## src/rtl/lsu_pkg.sv

```systemverilog
// lsu_pkg: shared encodings and constants for the load/store unit.
// Contents: data width, lane widths, access-size codes, FSM state encoding,
// and the misalignment predicate used by the optional trap (LSU_MISALIGN_TRAP_EN).
package lsu_pkg;
  localparam int WIDTH  = 32;
  localparam int BYTE_W = 8;
  localparam int HALF_W = 16;
  localparam logic [1:0] SZ_B = 2'b00;
  localparam logic [1:0] SZ_H = 2'b01;
  localparam logic [1:0] SZ_W = 2'b10;
  typedef enum logic [2:0] {S_IDLE, S_RD, S_WAIT, S_WR, S_DONE} state_t;
  // size 2'b11 behaves as a word, so size[1] marks any word access
  function automatic logic misaligned(input logic [1:0] size, input logic [1:0] off);
    return (size == SZ_H && off[0]) || (size[1] && off != 2'b00);
  endfunction
endpackage

```

## src/rtl/lsu_if.sv

```systemverilog
// lsu_if: request/response handshake plus data-memory port-1 write and port-a read.
// Signals: req_valid/req_ready/req_wen/req_size/req_unsigned/req_addr/req_wdata,
// resp_valid/resp_rdata/resp_err, mem_wen/mem_addrw/mem_dataw, mem_ren/mem_addr/mem_rdata.
// Modports: slave = the lsu, master = the execute stage plus memory side.
interface lsu_if;
  import lsu_pkg::*;
  logic             req_valid;
  logic             req_ready;
  logic             req_wen;
  logic [1:0]       req_size;
  logic             req_unsigned;
  logic [WIDTH-1:0] req_addr;
  logic [WIDTH-1:0] req_wdata;
  logic             resp_valid;
  logic [WIDTH-1:0] resp_rdata;
  logic             resp_err;
  logic             mem_wen;
  logic [WIDTH-1:0] mem_addrw;
  logic [WIDTH-1:0] mem_dataw;
  logic             mem_ren;
  logic [WIDTH-1:0] mem_addr;
  logic [WIDTH-1:0] mem_rdata;
  modport slave (
    input  req_valid, req_wen, req_size, req_unsigned, req_addr, req_wdata, mem_rdata,
    output req_ready, resp_valid, resp_rdata, resp_err,
    output mem_wen, mem_addrw, mem_dataw, mem_ren, mem_addr
  );
  modport master (
    output req_valid, req_wen, req_size, req_unsigned, req_addr, req_wdata, mem_rdata,
    input  req_ready, resp_valid, resp_rdata, resp_err,
    input  mem_wen, mem_addrw, mem_dataw, mem_ren, mem_addr
  );
endinterface

```

## src/rtl/lsu_align.sv

```systemverilog
// lsu_align: combinational lane logic for the lsu.
// Ports: word (memory word), wdata (low-aligned store data), off (addr[1:0]),
// size, uns (zero-extend) -> load (extended load result), merged (read-modify-write word).
module lsu_align
  import lsu_pkg::*;
(
  input  logic [WIDTH-1:0] word,
  input  logic [WIDTH-1:0] wdata,
  input  logic [1:0]       off,
  input  logic [1:0]       size,
  input  logic             uns,
  output logic [WIDTH-1:0] load,
  output logic [WIDTH-1:0] merged
);
  logic [BYTE_W-1:0] b;
  logic [HALF_W-1:0] h;
  logic [WIDTH-1:0]  mask;
  logic [WIDTH-1:0]  ins;
  always_comb begin
    b = word[{off, 3'b000} +: BYTE_W];
    h = word[{off[1], 4'b0000} +: HALF_W];
    load = size == SZ_B ? {{(WIDTH-BYTE_W){~uns & b[BYTE_W-1]}}, b}
         : size == SZ_H ? {{(WIDTH-HALF_W){~uns & h[HALF_W-1]}}, h}
         : word;
    // replicate the store lane everywhere, then keep only the addressed lane
    mask = size == SZ_B ? WIDTH'(8'hFF) << {off, 3'b000}
         : size == SZ_H ? WIDTH'(16'hFFFF) << {off[1], 4'b0000}
         : {WIDTH{1'b1}};
    ins = size == SZ_B ? {4{wdata[BYTE_W-1:0]}}
        : size == SZ_H ? {2{wdata[HALF_W-1:0]}}
        : wdata;
    merged = (word & ~mask) | (ins & mask);
  end
endmodule

```

## src/rtl/lsu.sv

```systemverilog
// lsu: load/store unit between execute and data memory; one request at a time.
// Ports: clk, rst (synchronous, active-low), bus (lsu_if.slave: request/response
// handshake, memory port-1 write, memory port-a read).
// Option: LSU_MISALIGN_TRAP_EN makes misaligned half/word accesses complete at once
// with resp_err = 1 and no memory access; otherwise misalignment is ignored.
module lsu
  import lsu_pkg::*;
(
  input logic  clk,
  input logic  rst,
  lsu_if.slave bus
);
  state_t           state, nxt;
  logic             acc, trap;
  logic             wen, uns, err;
  logic [1:0]       size;
  logic [WIDTH-1:0] addr, wdata, rdata, wbuf, load, merged;
  assign acc = rst && bus.req_valid && state == S_IDLE;
`ifdef LSU_MISALIGN_TRAP_EN
  assign trap = misaligned(bus.req_size, bus.req_addr[1:0]);
`else
  assign trap = 1'b0;
`endif
  lsu_align u_align (
    .word  (bus.mem_rdata),
    .wdata (wdata),
    .off   (addr[1:0]),
    .size  (size),
    .uns   (uns),
    .load  (load),
    .merged(merged)
  );
  always_ff @(posedge clk)
    if (!rst) state <= S_IDLE;
    else state <= nxt;
  // wbuf holds the word to write: raw data for word stores, merged word otherwise
  always_ff @(posedge clk)
    if (!rst) begin
      {wen, uns, err, size} <= '0;
      addr  <= '0;
      wdata <= '0;
      rdata <= '0;
      wbuf  <= '0;
    end else begin
      if (acc) begin
        wen   <= bus.req_wen;
        size  <= bus.req_size;
        uns   <= bus.req_unsigned;
        addr  <= bus.req_addr;
        wdata <= bus.req_wdata;
        wbuf  <= bus.req_wdata;
        rdata <= '0;
        err   <= trap;
      end
      if (state == S_WAIT) begin
        if (wen) wbuf <= merged;
        else rdata <= load;
      end
    end
  // every output is gated by rst so nothing leaks while reset is held
  always_comb begin
    nxt = state;
    case (state)
      S_IDLE:  nxt = !acc ? S_IDLE : trap ? S_DONE : (bus.req_wen && bus.req_size[1]) ? S_WR : S_RD;
      S_RD:    nxt = S_WAIT;
      S_WAIT:  nxt = wen ? S_WR : S_DONE;
      S_WR:    nxt = S_DONE;
      default: nxt = S_IDLE;
    endcase
    bus.req_ready  = rst && state == S_IDLE;
    bus.mem_ren    = rst && state == S_RD;
    bus.mem_wen    = rst && state == S_WR;
    bus.resp_valid = rst && state == S_DONE;
    bus.mem_addr   = rst ? {addr[WIDTH-1:2], 2'b00} : '0;
    bus.mem_addrw  = rst ? {addr[WIDTH-1:2], 2'b00} : '0;
    bus.mem_dataw  = rst ? wbuf : '0;
    bus.resp_rdata = bus.resp_valid ? rdata : '0;
    bus.resp_err   = bus.resp_valid && err;
  end
endmodule

```

## src/flat_wrapper.sv

```systemverilog
// flat-port wrapper written by rule: the top's interface ports become plain ports
module lsu_flat import lsu_pkg::*;
  (clk, rst, bus_req_valid, bus_req_wen, bus_req_size, bus_req_unsigned, bus_req_addr, bus_req_wdata, bus_mem_rdata, bus_req_ready, bus_resp_valid, bus_resp_rdata, bus_resp_err, bus_mem_wen, bus_mem_addrw, bus_mem_dataw, bus_mem_ren, bus_mem_addr);
  lsu_if bus_i ();
  input logic clk;
  input logic rst;
  input wire logic [$bits(bus_i.req_valid)-1:0] bus_req_valid;
  input wire logic [$bits(bus_i.req_wen)-1:0] bus_req_wen;
  input wire logic [$bits(bus_i.req_size)-1:0] bus_req_size;
  input wire logic [$bits(bus_i.req_unsigned)-1:0] bus_req_unsigned;
  input wire logic [$bits(bus_i.req_addr)-1:0] bus_req_addr;
  input wire logic [$bits(bus_i.req_wdata)-1:0] bus_req_wdata;
  input wire logic [$bits(bus_i.mem_rdata)-1:0] bus_mem_rdata;
  output wire logic [$bits(bus_i.req_ready)-1:0] bus_req_ready;
  output wire logic [$bits(bus_i.resp_valid)-1:0] bus_resp_valid;
  output wire logic [$bits(bus_i.resp_rdata)-1:0] bus_resp_rdata;
  output wire logic [$bits(bus_i.resp_err)-1:0] bus_resp_err;
  output wire logic [$bits(bus_i.mem_wen)-1:0] bus_mem_wen;
  output wire logic [$bits(bus_i.mem_addrw)-1:0] bus_mem_addrw;
  output wire logic [$bits(bus_i.mem_dataw)-1:0] bus_mem_dataw;
  output wire logic [$bits(bus_i.mem_ren)-1:0] bus_mem_ren;
  output wire logic [$bits(bus_i.mem_addr)-1:0] bus_mem_addr;
  assign bus_i.req_valid = bus_req_valid;
  assign bus_i.req_wen = bus_req_wen;
  assign bus_i.req_size = bus_req_size;
  assign bus_i.req_unsigned = bus_req_unsigned;
  assign bus_i.req_addr = bus_req_addr;
  assign bus_i.req_wdata = bus_req_wdata;
  assign bus_i.mem_rdata = bus_mem_rdata;
  assign bus_req_ready = bus_i.req_ready;
  assign bus_resp_valid = bus_i.resp_valid;
  assign bus_resp_rdata = bus_i.resp_rdata;
  assign bus_resp_err = bus_i.resp_err;
  assign bus_mem_wen = bus_i.mem_wen;
  assign bus_mem_addrw = bus_i.mem_addrw;
  assign bus_mem_dataw = bus_i.mem_dataw;
  assign bus_mem_ren = bus_i.mem_ren;
  assign bus_mem_addr = bus_i.mem_addr;
  lsu u_core (.clk(clk), .rst(rst), .bus(bus_i));
endmodule
```

## config.mk

```make
export PLATFORM = sky130hd
export DESIGN_NAME = lsu_flat
export DESIGN_NICKNAME = d
export VERILOG_FILES = /design/src/rtl/lsu_pkg.sv /design/src/rtl/lsu_if.sv /design/src/rtl/lsu_align.sv /design/src/rtl/lsu.sv /design/src/flat_wrapper.sv
export SDC_FILE = /design/constraint.sdc
export NUM_CORES = 1
export LEC_CHECK = 0
export ABC_AREA = 1
export ABC_CLOCK_PERIOD_IN_PS = 1600
export CAP_MARGIN = 20
export CORE_MARGIN = 3
export CORE_UTILIZATION = 43
export CTS_CLUSTER_DIAMETER = 100
export DETAILED_ROUTE_END_ITERATION = 12
export PLACE_DENSITY = 0.81
export SLEW_MARGIN = 20
export SYNTH_ARGS = -nofsm -noshare
export SYNTH_HDL_FRONTEND = slang
export SYNTH_HIERARCHICAL = 1
export SYNTH_SLANG_ARGS = --single-unit
```

## constraint.sdc

```tcl
create_clock -name clk -period 1.6 [get_ports clk]
set_clock_uncertainty 0.05 [all_clocks]
set_input_delay 0.16 -clock clk [delete_from_list [all_inputs] [get_ports clk]]
set_output_delay 0.16 -clock clk [all_outputs]
set_load 0.1 [all_outputs]
```

==> results of run 1 <==
==> layout make-up <==
cell class                      instances  area share, %
Clock inverter                          4          0.682
Timing Repair inverter                  1         0.0449
Multi-Input combinational cell        849           33.1
Inverter                              198           6.40
Clock buffer                           24           3.45
Tap cell                              225           2.02
Timing Repair Buffer                  340           34.8
Sequential cell                       135           19.5
==> flip-flops by register name (all words and copies together), names as in the netlist <==
signal,cells
u_core/wdata,32
u_core/rdata,32
u_core/size,2
u_core/wen,1
u_core/state,3
u_core/addr,32
u_core/uns,1
u_core/wbuf,32
==> kinds of logic after synthesis <==
kind of cell           count (synthesis)  share of synthesized area, %
other                                  1                        0.0477
buffers and inverters                316                          18.0
AOI/OAI and AO/OA                    201                          13.4
and+or+nand+nor                      641                          34.2
DFF                                  135                          34.4
==> stage by stage <==
stage	TNS (ps)	hold WS (ps)	util, %	instances
2_1_floorplan	-32030	254	-	1298
3_3_place_gp	-1250	399	71.2	1720
3_5_place_dp	-2280	407	71.2	1720
4_1_cts	-10380	213	75.2	1753
5_1_grt	-14460	242	79.2	1776
6_report	-11780	225	79.2	1776
==> worst register-to-register path, stage by stage, from the launching register on <==
cell      delay [ps]
dfxtp_4          360
buf_12           150
clkinv_8          70
nand3_4          160
buf_6            220
nand3_1          100
nand3_1          120
o21ai_0          320
nor2_1            80
==> metal layers <==
metal,global-route usage [%],share of wire (%)
met1,36.2,36
met5,0,0
met3,5.19,10
met4,10.5,4.2
met2,47.6,49
==> worst min path at each step <==
stage / startpoint / end / slack [ps]
floorplan: bus_req_addr[0] / u_core/addr[0] / 250
global placement: u_core/wdata[20] / u_core/wdata[20] / 400
detailed placement: u_core/wdata[21] / u_core/wdata[21] / 410
CTS: rst / u_core/uns / 210
global route: rst / u_core/uns / 240
finish: rst / u_core/uns / 220
==> repair_timing <==
action / CTS / global route
buffers inserted: 6 / 16
setup endpoints to repair: 91 / 102
gates cloned: 1 / 10
pin swaps: 8 / 90
gates resized for setup: 28 / 151
hold buffers: 0 / 0
==> power by group through the flow <==
stage / clock, W / sequential (W) / combinational, W
final: 0.00394 / 0.00367 / 0.00308
after global routing: 0.00411 / 0.00368 / 0.00323
after CTS: 0.00397 / 0.00366 / 0.00268
after detailed placement: 0 / 0.00373 / 0.00262
after global placement: 0 / 0.00372 / 0.00258
after floorplan: 0 / 0.00369 / 0.00173
==> cell usage after synthesis <==
cell type	count	share of area, %
buf_4	42	4.0
nand3_1	44	2.8
a21oi_1	112	7.1
nor2_2	2	0.16
dfxtp_1	135	34
buf_1	5	0.24
nor2_8	1	0.25
buf_2	36	2.3
nand2_1	411	20
nor3_2	1	0.13
inv_1	176	8.4
nor3_1	1	0.064
nand4_1	46	3.7
nand4_2	1	0.16
nand2_4	1	0.14
nand3_2	4	0.51
o21ai_1	25	1.6
and2_1	1	0.080
o21ai_0	46	2.9
o22ai_1	6	0.48
o21ai_4	1	0.21
nor4_1	1	0.080
clkbuf_1	32	1.5
conb_1	1	0.048
nand2_2	2	0.16
o21a_1	2	0.19
inv_2	21	1.0
nor2_4	1	0.14
a21oi_2	1	0.11
o211ai_1	7	0.67
inv_4	1	0.080
buf_6	3	0.43
a22oi_1	1	0.095
nor2_1	122	5.8
nand3_4	2	0.45
==> impl_metrics.csv, run 1 <==
group,metric,value,unit
run_status,status,"finished, violations left",
run_status,violations,"negative setup slack",
global_route,grt_pass1_wl,45300,um
worst_setup_path,cpMostUsedCell,"buf_12",
global_route,grt_pass1_vias,8706,
timing,finalCriticalPeriod,1960,ps
pwr,power.switching,0.00341,W
worst_setup_path,r2r-end,"u_core/rdata[3]",
worst_setup_path,r2r-start,"u_core/size[1]",
drt,drt_iter0_drc,1421,
worst_setup_path,cp-start-kind,"flop",
layout,regArea,0.00272,mm^2
pwr,seqPwrFrac,34.3,%
pwr,p_clk_share,36.9,%
worst_setup_path,setup.worst_path.start,"u_core/state[1]",
worst_setup_path,critPathTopFamily,"buffers and inverters",
global_route,grt_antenna_before_repair,0,
min_path,min_path_type,"input pin to flop",
synthesis,synth_area,0.00787,mm^2
timing,final_max_slew_viol_count,0,
drt,viasPerCell,5.48,
layout,syn_to_final_growth,77.3,%
worst_setup_path,critPathCapture,"bus_resp_rdata[16]",
layout,nets,1645,
timing,finalCritPeriodShare,123,%
drt,final_antenna_net_count,0,
timing,setup_viol,41,
worst_setup_path,path_buf_inv,4,
floorplan,fp.dieArea,0.0200,mm^2
worst_setup_path,criticalPathCategory,"flop to output pin",
clock_network,path_clk_slew,60,ps
pwr,combPwrFrac,28.8,%
floorplan,chipWidth,141,um
global_route,grt_overflow,0,
drt,num_vias,9733,
floorplan,ios,236,
clock_network,cts_tree,"yes",
clock_network,clockBufferDepth,2,
layout,final_area,0.0139,mm^2
drt,drtPass1Iterations,6,
run,cap_violations,0,
clock_network,cts_num_sinks,135,
worst_setup_path,critPathRequiredTime,1390,ps
worst_setup_path,endpoint_kind,"output pin",
layout,drive_gt1_share,30.5,%
drt,wl_per_cell,18.1,um
synthesis,synth_cell_types,35,
placement,post_dp_cell_area,0.0125,mm^2
clock_network,htreeDepth,4,
placement,gp_congestion,0.974,
clock_network,clockRootBuffer,"clkbuf_16",
drt,wl,32100,um
layout,diodes,0,
pwr,powerDensity,766,mW/mm^2
clock_network,clock_latency,430,ps
worst_setup_path,crit_path_top_delay_cell,"dfxtp_2",
synthesis,synthCells,1294,
pwr,switching_share,31.9,%
timing,hold_viol_final,0,
pwr,peakVddDrop,0.831,mV
worst_setup_path,worstPathArrival,1750,ps
timing,rsz0062_at_grt,"yes",
pwr,leakage,6.27,nW
synthesis,yosysWarnings,6,
timing,fin_ws,-363,ps
global_route,grt_max_degree,83,
worst_setup_path,max_stage_delay,330,ps
min_path,hold_depth,4,
pwr,power,0.0107,W
floorplan,die_y,141,um
layout,multi_input_area,0.00462,mm^2
layout,fillers,1136,
clock_network,numCtsBuffers,17,
synthesis,ys_seq_area_share,34.4,%
worst_setup_path,crit_fanout,10,
worst_setup_path,path_depth,7,
worst_setup_path,ff2ff_path_depth,8,
worst_setup_path,path_cells,"inv_2, nand2_4, nor3_4, inv_4, buf_12, nor2_4, buf_12",
synthesis,yosys_register_bits,135,
synthesis,synth.avg_cell_area,6.08,um^2
placement,dp_slack,-82.8,ps
floorplan,core_area,0.0176,mm^2
drt,drc,0,
placement,port_buffers,230,
layout,mostFrequentLayoutCell,"nand2_1",
floorplan,rows,48,
placement,dp_hpwl,21200,um
global_route,grt_util_all_layers,28.3,%
pwr,p_int,0.00728,W
floorplan,start_util,44.7,%
worst_setup_path,reg2reg_slack,-130,ps
layout,layout_common_cells,"348 x nand2_1, 144 x buf_12, 144 x inv_1",
timing,max_clock_freq,510,MHz
Note: power is estimated with default switching activity, not from simulation.
==> inputs of run 2 (changes only) <==
Settings changed: ABC_CLOCK_PERIOD_IN_PS 1600 to 1800.
Clock period 1.6 ns to 1.8 ns, I/O delays scaled along.
==> run 2 against run 1 <==
  * The flow still finishes with violations (negative setup slack)
  * Critical path depth stayed put
  * First-iteration DRC count shrank 31%
  * Sequential cell count did not move
  * Count of clock-buffer cells in the layout is 6 lower
  * Final cell count decreased by 2.8%
  * Sequential share of layout area is 1.8 points higher
  * Clock power decreased by 9.1%
  * Final area shrank 8.6%
  * Combinational power is 26% lower
  * Non-clock buffer count shrank 51
  * Utilization shrank 6.8 points
  * Sequential power decreased by 12%
  * Critical endpoint is now bus_resp_rdata[9]
  * Highest routed layer unchanged
==> impl_metrics.csv, run 2 (synthesized netlist as in run 1, its figures left out) <==
group,metric,value,unit
run_status,status,"finished, violations left",
run_status,violations,"negative setup slack",
layout,drive_gt1_share,22.2,%
drt,drtPass1Iterations,5,
clock_network,clock_latency,420,ps
timing,finalCritPeriodShare,107,%
pwr,leakage,5.53,nW
run,cap_violations,0,
timing,max-slew-margin-rel,64.2,%
pwr,combPwrFrac,25.1,%
timing,setup_tns,-3110,ps
global_route,grt_util_all_layers,27.9,%
worst_setup_path,critPathRequiredTime,1570,ps
floorplan,ios,236,
drt,drt_iter0_drc,975,
global_route,use_met3,5.05,%
timing,max_clock_freq,519,MHz
pwr,powerDensity,715,mW/mm^2
layout,syn_to_final_growth,62.1,%
clock_network,cts_tree,"yes",
worst_setup_path,worstPathArrival,1700,ps
timing,hold_viol_final,0,
timing,finalCriticalPeriod,1930,ps
worst_setup_path,crit_fanout,7,
clock_network,hold_buffers,0,
layout,mostFrequentLayoutCell,"nand2_1",
worst_setup_path,endpoint_kind,"output pin",
global_route,top_usage_layer,"met2",
floorplan,start_util,44.7,%
clock_network,htreeDepth,4,
drt,wl_per_cell,16.4,um
global_route,grt_overflow,0,
floorplan,fp.dieArea,0.0200,mm^2
clock_network,cts_num_sinks,135,
floorplan,rows,48,
clock_network,numCtsBuffers,17,
timing,setup_viol,32,
pwr,seqPwrFrac,35.6,%
global_route,grt_use_met2,46.3,%
global_route,grt_pass1_wl,44600,um
pwr,power.switching,0.00295,W
timing,fin_ws,-126,ps
pwr,switching_share,32.4,%
layout,layout_common_cells,"407 x nand2_1, 146 x inv_1, 138 x buf_12",
pwr,power,0.00911,W
worst_setup_path,criticalPathCategory,"flop to output pin",
floorplan,die_y,141,um
global_route,grt_max_degree,58,
drt,num_vias,8989,
placement,dp_slack,-90.6,ps
clock_network,clockBufferDepth,2,
placement,dp_hpwl,21000,um
timing,final_max_slew_viol_count,0,
layout,nets,1591,
global_route,grt_use_met1,35.6,%
floorplan,core_area,0.0176,mm^2
worst_setup_path,cp-start-kind,"flop",
timing,rsz0062_at_grt,"yes",
drt,final_antenna_net_count,0,
clock_network,clockRootBuffer,"clkbuf_16",
placement,port_buffers,230,
drt,drc,0,
placement,gp_congestion,0.926,
drt,viasPerCell,5.20,
layout,fillers,1342,
min_path,min_path_type,"input pin to flop",
timing,worstMarginPinSlew,537,ps
clock_network,path_clk_slew,60,ps
pwr,p_int,0.00616,W
pwr,p_clk_share,39.3,%
global_route,grt_antenna_before_repair,1,
global_route,grt_pass1_vias,8570,
drt,wl,28300,um
pwr,peakVddDrop,0.688,mV
floorplan,chipWidth,141,um
[run 2: timing repair]
| action | CTS | global route |
|---|---|---|
| setup buffers | 6 | 3 |
| gates cloned | 0 | 0 |
| endpoints found under the hold margin | 0 | 0 |
| gates resized for setup | 7 | 20 |
| pin swaps | 8 | 3 |
| endpoints found under the setup margin | 48 | 57 |
[run 2: cell type report]
class / instances / area (um^2) / share of cell area [%]
multi-input cells: 847 / 4100 / 32.2
diodes: 1 / 2.50 / 0.0196
repair buffers: 289 / 4180 / 32.8
well taps: 225 / 282 / 2.21
clock inverters: 14 / 175 / 1.37
inverters: 198 / 871 / 6.83
flip-flops and latches: 135 / 2710 / 21.3
clock buffers: 18 / 429 / 3.37
[run 2: metal layers]
layer	routed length (um)	part of all wire, %
met3	2430	8.6
met4	1030	3.6
met5	0	0
met1	11000	39
met2	13900	49
[run 2: power by group through the flow]
stage	combinational [W]	sequential [W]	clock, W
final	0.00229	0.00324	0.00358
after global routing	0.00244	0.00325	0.00374
after CTS	0.00224	0.00323	0.00360
after detailed placement	0.00222	0.00330	0
after global placement	0.00218	0.00329	0
after floorplan	0.00145	0.00327	0
[run 2: path summary, 6_finish.rpt]
path	slack, ps	depth (start not counted)	from	endpoint
hold reg to reg	420	2	u_core/wdata[22]	u_core/wdata[22]
hold / removal	170	3	rst	u_core/uns
setup reg to reg	120	9	u_core/size[1]	u_core/rdata[1]
setup / recovery	-130	7	u_core/state[0]	bus_resp_rdata[9]
[run 2: worst max-delay path, stage by stage (launching register included)]
cell	delay [ps]
dfxtp_4	360
inv_4	60
nand2_4	50
nor3_4	190
inv_4	130
buf_12	170
nor2_4	130
buf_12	180
[run 2: stage by stage]
step | hold slack (ps) | utilization (%) | cell area, um^2 | std cells
4_1_cts | 143 | 71.8 | 12600 | 1723
3_3_place_gp | 400 | 68.1 | 12000 | 1686
2_1_floorplan | 274 | - | 8500 | 1298
6_report | 166 | 72.4 | 12700 | 1727
5_1_grt | 191 | 72.4 | 12700 | 1727
3_5_place_dp | 407 | 68.1 | 12000 | 1686
==> inputs of run 3 (changes only) <==
Settings changed: HOLD_SLACK_MARGIN set to 0.12.
==> results of run 3 <==
Final layout, timing and power as in run 2 (identical DEF).
